<file path="config.mk">
export PLATFORM = sky130hd
export DESIGN_NAME = mem_arbiter_flat
export DESIGN_NICKNAME = d
export VERILOG_FILES = /design/src/rtl/mem_arbiter_if.sv /design/src/rtl/mem_arbiter.sv /design/src/flat_wrapper.sv
export SDC_FILE = /design/constraint.sdc
export NUM_CORES = 1
export LEC_CHECK = 0
export ABC_AREA = 1
export BUFFER_PORTS_ARGS = -buffer_cell sky130_fd_sc_hd__buf_2
export CORE_MARGIN = 1
export CORE_UTILIZATION = 47
export CTS_CLUSTER_DIAMETER = 100
export DETAILED_ROUTE_END_ITERATION = 10
export PLACE_DENSITY = 0.81
export SYNTH_ARGS = -nofsm -noshare
export SYNTH_HDL_FRONTEND = slang
export SYNTH_SLANG_ARGS = --single-unit
</file>
<file path="constraint.sdc">
create_clock -name clk -period 7.1 [get_ports clk]
set_clock_uncertainty 0.2 [all_clocks]
set_input_delay 2.13 -clock clk [delete_from_list [all_inputs] [get_ports clk]]
set_output_delay 2.13 -clock clk [all_outputs]
set_load 0.02 [all_outputs]
</file>
<file path="src/rtl/mem_arbiter_if.sv">
// Bundle of the fetch, data and downstream memory signals around mem_arbiter.
// The slave view belongs to the arbiter; the master view belongs to the surrounding core/memory model.
interface mem_arbiter_if;
    logic [31:0] imem_addr;
    logic [3:0]  imem_rmask;
    logic [31:0] imem_rdata;
    logic        imem_resp;

    logic [31:0] dmem_addr;
    logic [3:0]  dmem_rmask;
    logic [3:0]  dmem_wmask;
    logic [31:0] dmem_wdata;
    logic [31:0] dmem_rdata;
    logic        dmem_resp;

    logic [31:0] mem_addr;
    logic [3:0]  mem_rmask;
    logic [3:0]  mem_wmask;
    logic [31:0] mem_wdata;
    logic [31:0] mem_rdata;
    logic        mem_resp;

    modport slave (
        input  imem_addr, imem_rmask,
        output imem_rdata, imem_resp,
        input  dmem_addr, dmem_rmask, dmem_wmask, dmem_wdata,
        output dmem_rdata, dmem_resp,
        output mem_addr, mem_rmask, mem_wmask, mem_wdata,
        input  mem_rdata, mem_resp
    );

    modport master (
        output imem_addr, imem_rmask,
        input  imem_rdata, imem_resp,
        output dmem_addr, dmem_rmask, dmem_wmask, dmem_wdata,
        input  dmem_rdata, dmem_resp,
        input  mem_addr, mem_rmask, mem_wmask, mem_wdata,
        output mem_rdata, mem_resp
    );
endinterface

</file>
<file path="src/rtl/mem_arbiter.sv">
// Shares one downstream memory port between instruction fetch and data accesses.
// Data has priority, but a bounded streak of data grants lets a waiting fetch through.
module mem_arbiter #(
    parameter int DMEM_STREAK_MAX = 4,
    parameter int STREAK_W        = $clog2(DMEM_STREAK_MAX + 1)
) (
    input  logic         clk,
    input  logic         rst,
    mem_arbiter_if.slave bus
);
    typedef enum logic [1:0] {
        IDLE   = 2'd0,
        BUSY_I = 2'd1,
        BUSY_D = 2'd2
    } state_t;

    localparam logic [STREAK_W-1:0] STREAK_MAX = STREAK_W'(DMEM_STREAK_MAX);

    state_t              r_state;
    logic [STREAK_W-1:0] r_streak;

    logic        r_i_vld;
    logic [31:0] r_i_addr;
    logic [3:0]  r_i_rmask;

    logic        r_d_vld;
    logic [31:0] r_d_addr;
    logic [3:0]  r_d_rmask;
    logic [3:0]  r_d_wmask;
    logic [31:0] r_d_wdata;

    logic        w_i_req, w_d_req;
    logic        w_i_new, w_d_new;
    logic        w_i_cand, w_d_cand;
    logic        w_arb, w_grant_i, w_grant_d;
    logic [31:0] w_i_addr, w_d_addr, w_d_wdata;
    logic [3:0]  w_i_rmask, w_d_rmask, w_d_wmask;

    assign w_i_req = |bus.imem_rmask;
    assign w_d_req = |(bus.dmem_rmask | bus.dmem_wmask);

    // A port that is still waiting for its response may not queue another request.
    assign w_i_new = w_i_req && !r_i_vld && !((r_state == BUSY_I) && !bus.mem_resp);
    assign w_d_new = w_d_req && !r_d_vld && !((r_state == BUSY_D) && !bus.mem_resp);

    assign w_i_cand = r_i_vld || w_i_new;
    assign w_d_cand = r_d_vld || w_d_new;

    assign w_arb     = (r_state == IDLE) || bus.mem_resp;
    assign w_grant_d = w_arb && w_d_cand && (!w_i_cand || (r_streak != STREAK_MAX));
    assign w_grant_i = w_arb && w_i_cand && !w_grant_d;

    assign w_i_addr  = r_i_vld ? r_i_addr  : bus.imem_addr;
    assign w_i_rmask = r_i_vld ? r_i_rmask : bus.imem_rmask;
    assign w_d_addr  = r_d_vld ? r_d_addr  : bus.dmem_addr;
    assign w_d_rmask = r_d_vld ? r_d_rmask : bus.dmem_rmask;
    assign w_d_wmask = r_d_vld ? r_d_wmask : bus.dmem_wmask;
    assign w_d_wdata = r_d_vld ? r_d_wdata : bus.dmem_wdata;

    assign bus.imem_resp  = bus.mem_resp && (r_state == BUSY_I);
    assign bus.dmem_resp  = bus.mem_resp && (r_state == BUSY_D);
    assign bus.imem_rdata = bus.mem_rdata;
    assign bus.dmem_rdata = bus.mem_rdata;

    always_ff @(posedge clk or posedge rst) begin
        if (rst) begin
            r_state       <= IDLE;
            r_streak      <= '0;
            r_i_vld       <= 1'b0;
            r_i_addr      <= '0;
            r_i_rmask     <= '0;
            r_d_vld       <= 1'b0;
            r_d_addr      <= '0;
            r_d_rmask     <= '0;
            r_d_wmask     <= '0;
            r_d_wdata     <= '0;
            bus.mem_addr  <= '0;
            bus.mem_rmask <= '0;
            bus.mem_wmask <= '0;
            bus.mem_wdata <= '0;
        end else begin
            // Masks are one-cycle issue strobes; address and data hold until the next grant.
            bus.mem_rmask <= '0;
            bus.mem_wmask <= '0;
            if (w_grant_d) begin
                bus.mem_addr  <= w_d_addr;
                bus.mem_rmask <= w_d_rmask;
                bus.mem_wmask <= w_d_wmask;
                bus.mem_wdata <= w_d_wdata;
                r_state       <= BUSY_D;
            end else if (w_grant_i) begin
                bus.mem_addr  <= w_i_addr;
                bus.mem_rmask <= w_i_rmask;
                bus.mem_wdata <= '0;
                r_state       <= BUSY_I;
            end else if (w_arb) begin
                r_state <= IDLE;
            end

            if (w_grant_i) begin
                r_i_vld <= 1'b0;
            end else if (w_i_new) begin
                r_i_vld   <= 1'b1;
                r_i_addr  <= bus.imem_addr;
                r_i_rmask <= bus.imem_rmask;
            end

            if (w_grant_d) begin
                r_d_vld <= 1'b0;
            end else if (w_d_new) begin
                r_d_vld   <= 1'b1;
                r_d_addr  <= bus.dmem_addr;
                r_d_rmask <= bus.dmem_rmask;
                r_d_wmask <= bus.dmem_wmask;
                r_d_wdata <= bus.dmem_wdata;
            end

            if (!w_i_cand || w_grant_i) begin
                r_streak <= '0;
            end else if (w_grant_d && (r_streak != STREAK_MAX)) begin
                r_streak <= r_streak + 1'b1;
            end
        end
    end
endmodule

</file>
<file path="src/flat_wrapper.sv">
// flat-port wrapper written by rule: the top's interface ports become plain ports
module mem_arbiter_flat 
#(
    parameter int DMEM_STREAK_MAX = 4,
    parameter int STREAK_W        = $clog2(DMEM_STREAK_MAX + 1)
)
  (clk, rst, bus_imem_addr, bus_imem_rmask, bus_imem_rdata, bus_imem_resp, bus_dmem_addr, bus_dmem_rmask, bus_dmem_wmask, bus_dmem_wdata, bus_dmem_rdata, bus_dmem_resp, bus_mem_addr, bus_mem_rmask, bus_mem_wmask, bus_mem_wdata, bus_mem_rdata, bus_mem_resp);
  mem_arbiter_if bus_i ();
  input  logic clk;
  input  logic rst;
  input wire logic [$bits(bus_i.imem_addr)-1:0] bus_imem_addr;
  input wire logic [$bits(bus_i.imem_rmask)-1:0] bus_imem_rmask;
  output wire logic [$bits(bus_i.imem_rdata)-1:0] bus_imem_rdata;
  output wire logic [$bits(bus_i.imem_resp)-1:0] bus_imem_resp;
  input wire logic [$bits(bus_i.dmem_addr)-1:0] bus_dmem_addr;
  input wire logic [$bits(bus_i.dmem_rmask)-1:0] bus_dmem_rmask;
  input wire logic [$bits(bus_i.dmem_wmask)-1:0] bus_dmem_wmask;
  input wire logic [$bits(bus_i.dmem_wdata)-1:0] bus_dmem_wdata;
  output wire logic [$bits(bus_i.dmem_rdata)-1:0] bus_dmem_rdata;
  output wire logic [$bits(bus_i.dmem_resp)-1:0] bus_dmem_resp;
  output wire logic [$bits(bus_i.mem_addr)-1:0] bus_mem_addr;
  output wire logic [$bits(bus_i.mem_rmask)-1:0] bus_mem_rmask;
  output wire logic [$bits(bus_i.mem_wmask)-1:0] bus_mem_wmask;
  output wire logic [$bits(bus_i.mem_wdata)-1:0] bus_mem_wdata;
  input wire logic [$bits(bus_i.mem_rdata)-1:0] bus_mem_rdata;
  input wire logic [$bits(bus_i.mem_resp)-1:0] bus_mem_resp;
  assign bus_i.imem_addr = bus_imem_addr;
  assign bus_i.imem_rmask = bus_imem_rmask;
  assign bus_imem_rdata = bus_i.imem_rdata;
  assign bus_imem_resp = bus_i.imem_resp;
  assign bus_i.dmem_addr = bus_dmem_addr;
  assign bus_i.dmem_rmask = bus_dmem_rmask;
  assign bus_i.dmem_wmask = bus_dmem_wmask;
  assign bus_i.dmem_wdata = bus_dmem_wdata;
  assign bus_dmem_rdata = bus_i.dmem_rdata;
  assign bus_dmem_resp = bus_i.dmem_resp;
  assign bus_mem_addr = bus_i.mem_addr;
  assign bus_mem_rmask = bus_i.mem_rmask;
  assign bus_mem_wmask = bus_i.mem_wmask;
  assign bus_mem_wdata = bus_i.mem_wdata;
  assign bus_i.mem_rdata = bus_mem_rdata;
  assign bus_i.mem_resp = bus_mem_resp;
  mem_arbiter #(.DMEM_STREAK_MAX(DMEM_STREAK_MAX), .STREAK_W(STREAK_W)) u_core (.clk(clk), .rst(rst), .bus(bus_i));
endmodule
</file>
Word-level counts from Yosys, hierarchy flattened
Cells that the tools add are included.
{ "word_totals": {"elab_cells": 78, "regBits": 187, "in_bits": 143, "output_inout_bits": 138} }
{ "classes": {"n_reduce_logical": 35, "eq_ne": 3, "mux": 22, "addsub": 1, "bitwise": 3} }
{ "op_table": {"columns": ["operator", "n"], "rows": [
  ["32-bit two-way mux", 7],
  ["4-bit two-way mux", 6],
  ["1-bit logical AND", 13],
  ["2-bit nonzero test", 4],
  ["4-bit OR reduction", 2],
  ["1-bit zero test", 7],
  ["2-bit two-way mux", 3],
  ["3-bit two-way mux", 2],
  ["1-bit logical OR", 5],
  ["1-bit two-way mux", 4],
  ["4-bit bitwise OR", 1],
  ["2-bit AND reduction", 2],
  ["3-bit by 1-bit adder with 3-bit output, second input constant", 1],
  ["3-bit inequality test, second input constant", 1],
  ["3-bit nonzero test", 1],
  ["2-bit by 1-bit equality test with 1-bit output, second input constant", 1],
  ["2-bit equality test, second input constant", 1],
  ["2-bit zero test", 1],
  ["1-bit NOT", 2]
]} }

Depth between registers and ports, before layout
Gate-level depths: netlist of the first run.
{ "logic_depth": {"depth_word": 12, "mapped_depth": 13, "mapped_depth_nobuf": 11} }

Worst setup path after synthesis of the first run
OpenSTA, ideal clock, no wires.
{ "synth_path": {"kind": "input to output", "start": "in bus_mem_resp", "end": "out bus_dmem_resp", "path_buffers": 0, "setup_slack_ps": 2146, "arrival_time_ps": 2624, "cell_stages": 2, "path_cell_list": "inv_2 nor3_1"} }
{ "synth_via": {"elab_chain_cells": 1} }
{ "synth_rtl": {"columns": ["element", "line_no", "text"], "rows": [
  ["from (decl)", "flat_wrapper.sv:26", "input wire logic [$bits(bus_i.mem_resp)-1:0] bus_mem_resp;"],
  ["1-bit logical AND", "mem_arbiter.sv:61", "assign bus.dmem_resp = bus.mem_resp && (r_state == BUSY_D);"],
  ["to (decl)", "flat_wrapper.sv:20", "output wire logic [$bits(bus_i.dmem_resp)-1:0] bus_dmem_resp;"]
]} }
Every way passes these cells.

Final worst setup path of the first run
{ "layout_path": {"start": "in bus_mem_resp", "end": "out bus_imem_resp"} }
{ "layout_via": {"elab_chain_cells": 1} }
{ "layout_rtl": {"columns": ["element", "line_no", "text"], "rows": [
  ["1-bit logical AND", "mem_arbiter.sv:60", "assign bus.imem_resp = bus.mem_resp && (r_state == BUSY_I);"],
  ["to (decl)", "flat_wrapper.sv:14", "output wire logic [$bits(bus_i.imem_resp)-1:0] bus_imem_resp;"]
]} }
Every way passes these cells.

==> reports/metrics.yaml, run 1 <==
clocking:
  ctsResizeCount: 0
  cts_tree: "done"
  path_clk_slew_ns: 0.07
  clockBufferDepth: 2
  cts_hold_buffers: 0
  cts_buffers: 17
  cts.htree.levels: 4
  postCtsSetupBuffers: 0
  cts_sinks: 187
  cts-root-buf: "clkbuf_16"
  clkLatencyLatePin_ns: 0.43
synth:
  yosysTopAreaCellShare_pct: 50.3
  ys.warnings.count: 0
  ys.flop_type: "dfrtp_1"
  yosys.area_share.simple_pct: 27.4
  syn-cell-area_um2: 9300
  synth.most_common_cell: "nand2_1"
  synth_compound_area_share_pct: 7.84
  synth_seq_cells: 187
  avgSynthCellArea_um2: 7.82
  yosysSeqAreaShare_pct: 50.3
  synth_top_cells_by_count: "nand2_1 (452), dfrtp_1 (187), nand3_1 (136), buf_4 (78)"
  synth-adder-area-share_pct: 0.269
  synth-xor-area-share_pct: 0.188
  netlist_instances: 1190
  synth_edf_count: 0
  ys_top_cells_by_area: "dfrtp_1 (50%), nand2_1 (18%), nand3_1 (7.3%)"
  yosys.area.top_type: "dfrtp_1"
  synth.area.mux_share_pct: 1.29
  async_flop_share_pct: 100
  synth_top_family_by_area: "simple AND/OR/NAND/NOR gates"
  synth_cell_types: 24
  synthesis.nets: 1335
finish:
  fillers: 1797
  layoutNonFillerInstCount: 1545
  drive_above_1_share_pct: 19.2
  nNetsFinal: 1409
  stdcell_area_um2: 10300
  area_growth_pct: 11.1
  fin_util_pct: 53.1
sta:
  hold_viol: 0
  setup_viol: 0
  layout_min_cycle_time_ns: 4.95
  maxSlewViolCount: 0
  period_share_pct: 69.7
  relSlewSlack_pct: 30.3
  tns_ns: 0
  fmax_mhz: 202
  setup_ws_ns: 2.15
  tightest_slew_ns: 1.04
  grt_setup_unrepaired: "false"
placed_design:
  dp_hpwl_mm: 14.5
  placedCellCount: 1510
  io_buffer_count: 184
  pre_cts_slack_ns: 2.08
  dpl_cell_area_um2: 9780
  gp_congestion: 0.785
floorplan:
  dieArea_um2: 20400
  die_x_um: 143
  ios: 281
  fp.dieH_um: 143
  start_util_pct: 47.8
  rows: 51
  core-area_um2: 19500
routing:
  vias: 7901
  drtPass1Iterations: 5
  dr.first_iter.drc_count: 540
  drc: 0
  wl_per_cell_um: 15.1
  drt.antenna.violating_nets: 0
  drt-total-wl_mm: 23.3
  vias_per_cell: 5.11
job:
  maxCapViolCount: 0
worst_setup_path:
  start_kind: "primary input"
  path_class: "primary input to output pin"
  arrival_ns: 2.62
  crit_required_ns: 4.77
  path_max_fanout: 5
  end_kind: "output pin"
status:
  status: "finished clean"
power_and_ir_drop:
  p_leak_nw: 5.68
  peakVddDrop_v: 0.000240
  power.density_nw_per_um2: 498
global_routing:
  antenna_found_initial: 3
  gr-total-overflow: 0
  grt_first_pass_wirelength_mm: 37.9
  grt_pass1_vias: 7738
  track_usage_pct: 23.8
  grt_max_degree: 188
min_path:
  hp-class: "flop to flop"
flip-flops by register name, indices dropped and copies added (netlist names):
signal and flops:
u_core.r_state 2, u_core.bus.mem_wmask 4, u_core.r_i_addr 32, u_core.bus.mem_wdata 32, u_core.r_d_vld 1, u_core.bus.mem_addr 32, u_core.bus.mem_rmask 4, u_core.r_streak 3
u_core.r_i_rmask 4, u_core.r_d_rmask 4, u_core.r_d_addr 32, u_core.r_d_wmask 4, u_core.r_d_wdata 32, u_core.r_i_vld 1
final timing paths:
check | from | end | slack (ns) | cells past startpoint
max | bus_mem_resp | bus_imem_resp | 2.15 | 4
min | u_core.r_i_addr[12]$_DFFE_PP0P_ | u_core.r_i_addr[12]$_DFFE_PP0P_ | 0.27 | 2
max reg2reg | u_core.r_i_vld$_DFFE_PP0P_ | u_core.r_d_addr[28]$_DFFE_PP0P_ | 3.41 | 10
min reg2reg | u_core.r_i_addr[12]$_DFFE_PP0P_ | u_core.r_i_addr[12]$_DFFE_PP0P_ | 0.27 | 2
max in group asynchronous | rst | u_core.r_d_vld$_DFFE_PP0P_ | 4.07 | 3
min in group asynchronous | rst | u_core.r_i_addr[26]$_DFFE_PP0P_ | 1.76 | 3
power by group:
part	switching, W	internal [W]	leakage [nW]	total, W
combinational	0.00165	0.000719	3.09	0.00237
sequential	0.000293	0.00158	2.33	0.00187
clock	0.000425	0.000470	0.263	0.000895
total	0.00237	0.00277	5.68	0.00514
routing by layer:
layer / share of wire, % / wire length, µm / up-vias / track usage, %
met1: 45 / 10400 / 3747 / 32.2
met4: 2.1 / 492 / 0 / 10.1
li1: - / - / 3843 / -
met2: 47 / 11000 / 273 / 37.7
met5: 0 / 0 / - / 0
met3: 5.9 / 1380 / 38 / 4.43
critical path: stages:
cell and delay (ns):
buf_2 0.10, inv_2 0.06, nor3_1 0.13, buf_2 0.19
cells in the final DEF, fill, tap and decap left out, drive strengths merged, types with 7 or more instances in the layout:
master and count:
nand2 459, buf 191, dfrtp 187, nand3 139
o21ai 138, inv 88, clkbuf 20, nor2 15
mux2i 12, a21oi 7, clkinv 7
through the flow:
step | hold slack, ns | total power, W
after floorplan | 0.242 | 0.00371
after global placement | 0.253 | 0.00417
after detailed placement | 0.258 | 0.00426
after CTS | 0.275 | 0.00518
after global routing | 0.296 | 0.00558
final | 0.273 | 0.00514
final cells by class:
cell class	instances	area (µm²)	share of cell area [%]
Antenna cell	3	7.51	0.0726
Clock buffer	20	457	4.42
Clock inverter	12	90.1	0.872
Inverter	87	330	3.20
Multi-Input combinational cell	780	3450	33.4
Sequential cell	187	4680	45.3
Tap cell	265	332	3.21
Timing Repair Buffer	191	986	9.54
cells by family (layout without fill, tap and decap cells):
| kind of cell | Yosys count | in the layout |
|---|---|---|
| compound gates | 145 | 145 |
| xor+xnor | 2 | 2 |
| fa+ha+maj | 2 | 2 |
| buf+inv | 223 | 310 |
| flops | 187 | 187 |
| mux | 12 | 12 |
| other cells | 0 | 3 |
| simple gates | 619 | 619 |
No activity file was read; power rests on OpenSTA's default activity.
==> run 2, diff against run 1 <==
--- a/config.mk
+++ b/config.mk
@@ -5,7 +5,7 @@
 export SDC_FILE = /design/constraint.sdc
 export NUM_CORES = 1
 export LEC_CHECK = 0
-export ABC_AREA = 1
+export ABC_AREA = 0
 export BUFFER_PORTS_ARGS = -buffer_cell sky130_fd_sc_hd__buf_2
 export CORE_MARGIN = 1
 export CORE_UTILIZATION = 47
==> constraint.sdc (replaced) <==
create_clock -name clk -period 4.1 [get_ports clk]
set_clock_uncertainty 0.2 [all_clocks]
set_input_delay 1.23 -clock clk [delete_from_list [all_inputs] [get_ports clk]]
set_output_delay 1.23 -clock clk [all_outputs]
set_load 0.02 [all_outputs]
==> run 2 against run 1 <==
- combinational power is 47% higher
- area after synthesis is 3.5% lower
- power is 63% higher
- global-route usage is 3.0 points lower
- critical endpoint is now u_core.r_d_wdata[13]$_DFFE_PP0P_
- largest power group unchanged
==> reports/metrics.yaml, run 2 <==
synth:
  synth-adder-area-share_pct: 0.279  # +0.0097 points
  ys.warnings.count: 0  # unchanged
  synth_seq_cells: 187  # unchanged
  synthesis.nets: 845  # -37%
  synth_cell_types: 33  # +38%
  ys_top_cells_by_area: "dfrtp_1 (52%), mux2i_1 (12%), mux2_4 (12%)"
  synth-xor-area-share_pct: 0.0975  # -0.091 points
  netlist_instances: 700  # -41%
  yosysTopAreaCellShare_pct: 52.1  # +1.8 points
  synth_top_cells_by_count: "dfrtp_1 (187), mux2i_1 (108), mux2_4 (70), nand2_1 (67), buf_4 (64)"
  synth.most_common_cell: "dfrtp_1"
  synth_top_family_by_area: "multiplexers"
  synth.area.mux_share_pct: 28.5  # +27 points
  async_flop_share_pct: 100  # unchanged
  yosysSeqAreaShare_pct: 52.1  # +1.8 points
  avgSynthCellArea_um2: 12.8  # +64%
  yosys.area_share.simple_pct: 4.31  # -23 points
  synth_edf_count: 0  # unchanged
  yosys.area.top_type: "dfrtp_1"
  synth_compound_area_share_pct: 6.60  # -1.2 points
  ys.flop_type: "dfrtp_1"
  syn-cell-area_um2: 8980  # -3.5%
finish:
  seq_area_um2: 4680  # about the same
  fin_util_pct: 55.3  # +2.2 points
  layout_common_cells: "dfrtp_1 (185), buf_2 (184), mux2i_1 (108)"
  final_common_cell: "dfrtp_1"
  nNetsFinal: 960  # -32%
  num_antenna_cells: 0  # -3
  fillers: 1548  # -14%
  multi_input_area_um2: 3600  # +4.2%
  area_growth_pct: 15.2
  drive_above_1_share_pct: 37.6  # +18 points
clocking:
  clockBufferDepth: 2  # unchanged
  cts.htree.levels: 4  # unchanged
  cts_tree: "done"
  cts-root-buf: "clkbuf_16"
  clkLatencyLatePin_ns: 0.42  # about the same
  ctsResizeCount: 0  # unchanged
  postCtsSetupBuffers: 0  # unchanged
  cts_sinks: 187  # unchanged
  cts_buffers: 17  # unchanged
  path_clk_slew_ns: 0.06  # about the same
  cts_hold_buffers: 0  # unchanged
routing:
  drc: 0  # unchanged
  drtPass1Iterations: 4  # -1
  drt.antenna.violating_nets: 0  # unchanged
  dr.first_iter.drc_count: 208  # -61%
  wl_per_cell_um: 18.4  # +22%
  vias: 5753  # -27%
  drt-total-wl_mm: 19.5  # -16%
  vias_per_cell: 5.42  # +5.9%
worst_setup_path:
  end_kind: "flop"
  slowest_delay_ns: 0.57  # +0.38 ns
  path_max_fanout: 40  # +35
  start_kind: "primary input"
  path_class: "primary input to flop"
  arrival_ns: 3.56  # +0.94 ns
  crit_chain: "buf_2 -> or4_1 -> or3_1 -> o211a_1 -> or4_4 -> buf_12 -> mux2_4"
  cp_slowest_cell: "or4_1"
  crit_required_ns: 4.20  # -0.57 ns
  path_delay_family: "simple AND/OR/NAND/NOR gates"
  critPathBufInv: 2  # -1
job:
  maxCapViolCount: 0  # unchanged
sta:
  relSlewSlack_pct: 50.3  # +20 points
  hold_viol: 0  # unchanged
  fmax_mhz: 289
  tns_ns: 0  # unchanged
  setup_viol: 0  # unchanged
  grt_setup_unrepaired: "false"
  layout_min_cycle_time_ns: 3.46
  period_share_pct: 84.3
  maxSlewViolCount: 0  # unchanged
  tightest_slew_ns: 0.746  # -0.296 ns
global_routing:
  gr-total-overflow: 0  # unchanged
  grt_first_pass_wirelength_mm: 32.0  # -16%
  grt_max_degree: 85  # -55%
  track_usage_pct: 20.8  # -3.0 points
  grt_pass1_vias: 6158  # -20%
  antenna_found_initial: 0  # -3
placed_design:
  gp_congestion: 0.737  # -6.0%
  dp_hpwl_mm: 12.6  # -13%
  io_buffer_count: 184  # unchanged
floorplan:
  fp.dieH_um: 140  # -1.7%
  rows: 50  # -2.0%
  start_util_pct: 48.0  # +0.21 points
  die_x_um: 140  # -1.7%
  core-area_um2: 18700  # -3.9%
  dieArea_um2: 19700  # -3.4%
  ios: 281  # unchanged
power_and_ir_drop:
  power.density_nw_per_um2: 809  # +63%
  p_leak_nw: 5.26  # -7.4%
  peakVddDrop_v: 0.000324  # +35%
status:
  status: "finished clean"
min_path:
  hp-class: "flop to flop"
run 2: cell types whose count changed in the layout (fill, tap and decap cells not counted), moves of 10 or more:
cell	delta
inv_1	-72
a22o_1	+10
o221ai_1	+22
o21ai_0	-44
nand2_1	-384
mux2i_1	+96
mux2_4	+70
o21ai_1	-58
mux2_1	+38
nand3_1	-135
run 2: path summary, 6_finish.rpt:
| check | startpoint | end | cells past startpoint | slack [ns] |
|---|---|---|---|---|
| setup / recovery | bus_dmem_wmask[2] | u_core.r_d_wdata[13]$_DFFE_PP0P_ | 7 | 0.64 |
| hold / removal | u_core.bus.mem_wdata[6]$_DFFE_PP0P_ | u_core.bus.mem_wdata[6]$_DFFE_PP0P_ | 2 | 0.27 |
| setup reg to reg | u_core.r_d_vld$_DFFE_PP0P_ | u_core.bus.mem_addr[22]$_DFFE_PP0P_ | 5 | 1.58 |
| hold reg to reg | u_core.bus.mem_wdata[6]$_DFFE_PP0P_ | u_core.bus.mem_wdata[6]$_DFFE_PP0P_ | 2 | 0.27 |
| max in group asynchronous | rst | u_core.r_d_wdata[27]$_DFFE_PP0P_ | 3 | 2.44 |
| min in group asynchronous | rst | u_core.r_d_wdata[0]$_DFFE_PP0P_ | 3 | 0.73 |
run 2: through the flow:
step	instance area, µm²	hold WS [ns]	setup slack [ns]	power [W]	std cells
finish	10300	0.274	0.642	0.00837	1062
global route	10300	0.304	0.599	0.00888	1062
CTS	10300	0.280	0.672	0.00846	1062
detailed placement	9780	0.265	0.224	0.00682	1030
global placement	9780	0.257	0.243	0.00667	1030
floorplan	8980	0.264	0.264	0.00590	700
run 2: area by class of cell:
type | instances | area share, %
clock buffer | 22 | 4.58
multi-input combinational | 401 | 34.7
clock inverter | 10 | 0.871
inverter | 5 | 0.218
sequential | 187 | 45.3
timing repair buffer | 203 | 11.5
tap | 234 | 2.83
run 2: per-layer routing:
layer	routed length [µm]	GRT usage, %	vias to the layer above
met5	0	0	-
met4	392	7.87	0
met3	999	5.40	31
met2	9390	34.0	158
met1	8730	26.6	2919
li1	-	-	2645
run 2: power by group:
| group | leakage, nW | internal, W | switching (W) |
|---|---|---|---|
| Clock | 0.272 | 0.000885 | 0.000707 |
| Combinational | 2.74 | 0.00173 | 0.00175 |
| Sequential | 2.24 | 0.00278 | 0.000520 |
| Total | 5.26 | 0.00539 | 0.00298 |
run 2: cells by family after synthesis:
group                    Yosys count
multiplexers                     216
XOR/XNOR                           1
adder cells (fa/ha/maj)            2
buffers and inverters            112
AND/OR/NAND/NOR                   91
AO/OA/AOI/OAI                     91
flip-flops                       187
run 2: worst reg2reg max path: stages, from the launching register on:
cell	delay (ns)
dfrtp_4	0.40
buf_4	0.51
buf_4	0.72
mux2i_1	0.30
a21oi_1	0.08
a22o_1	0.20
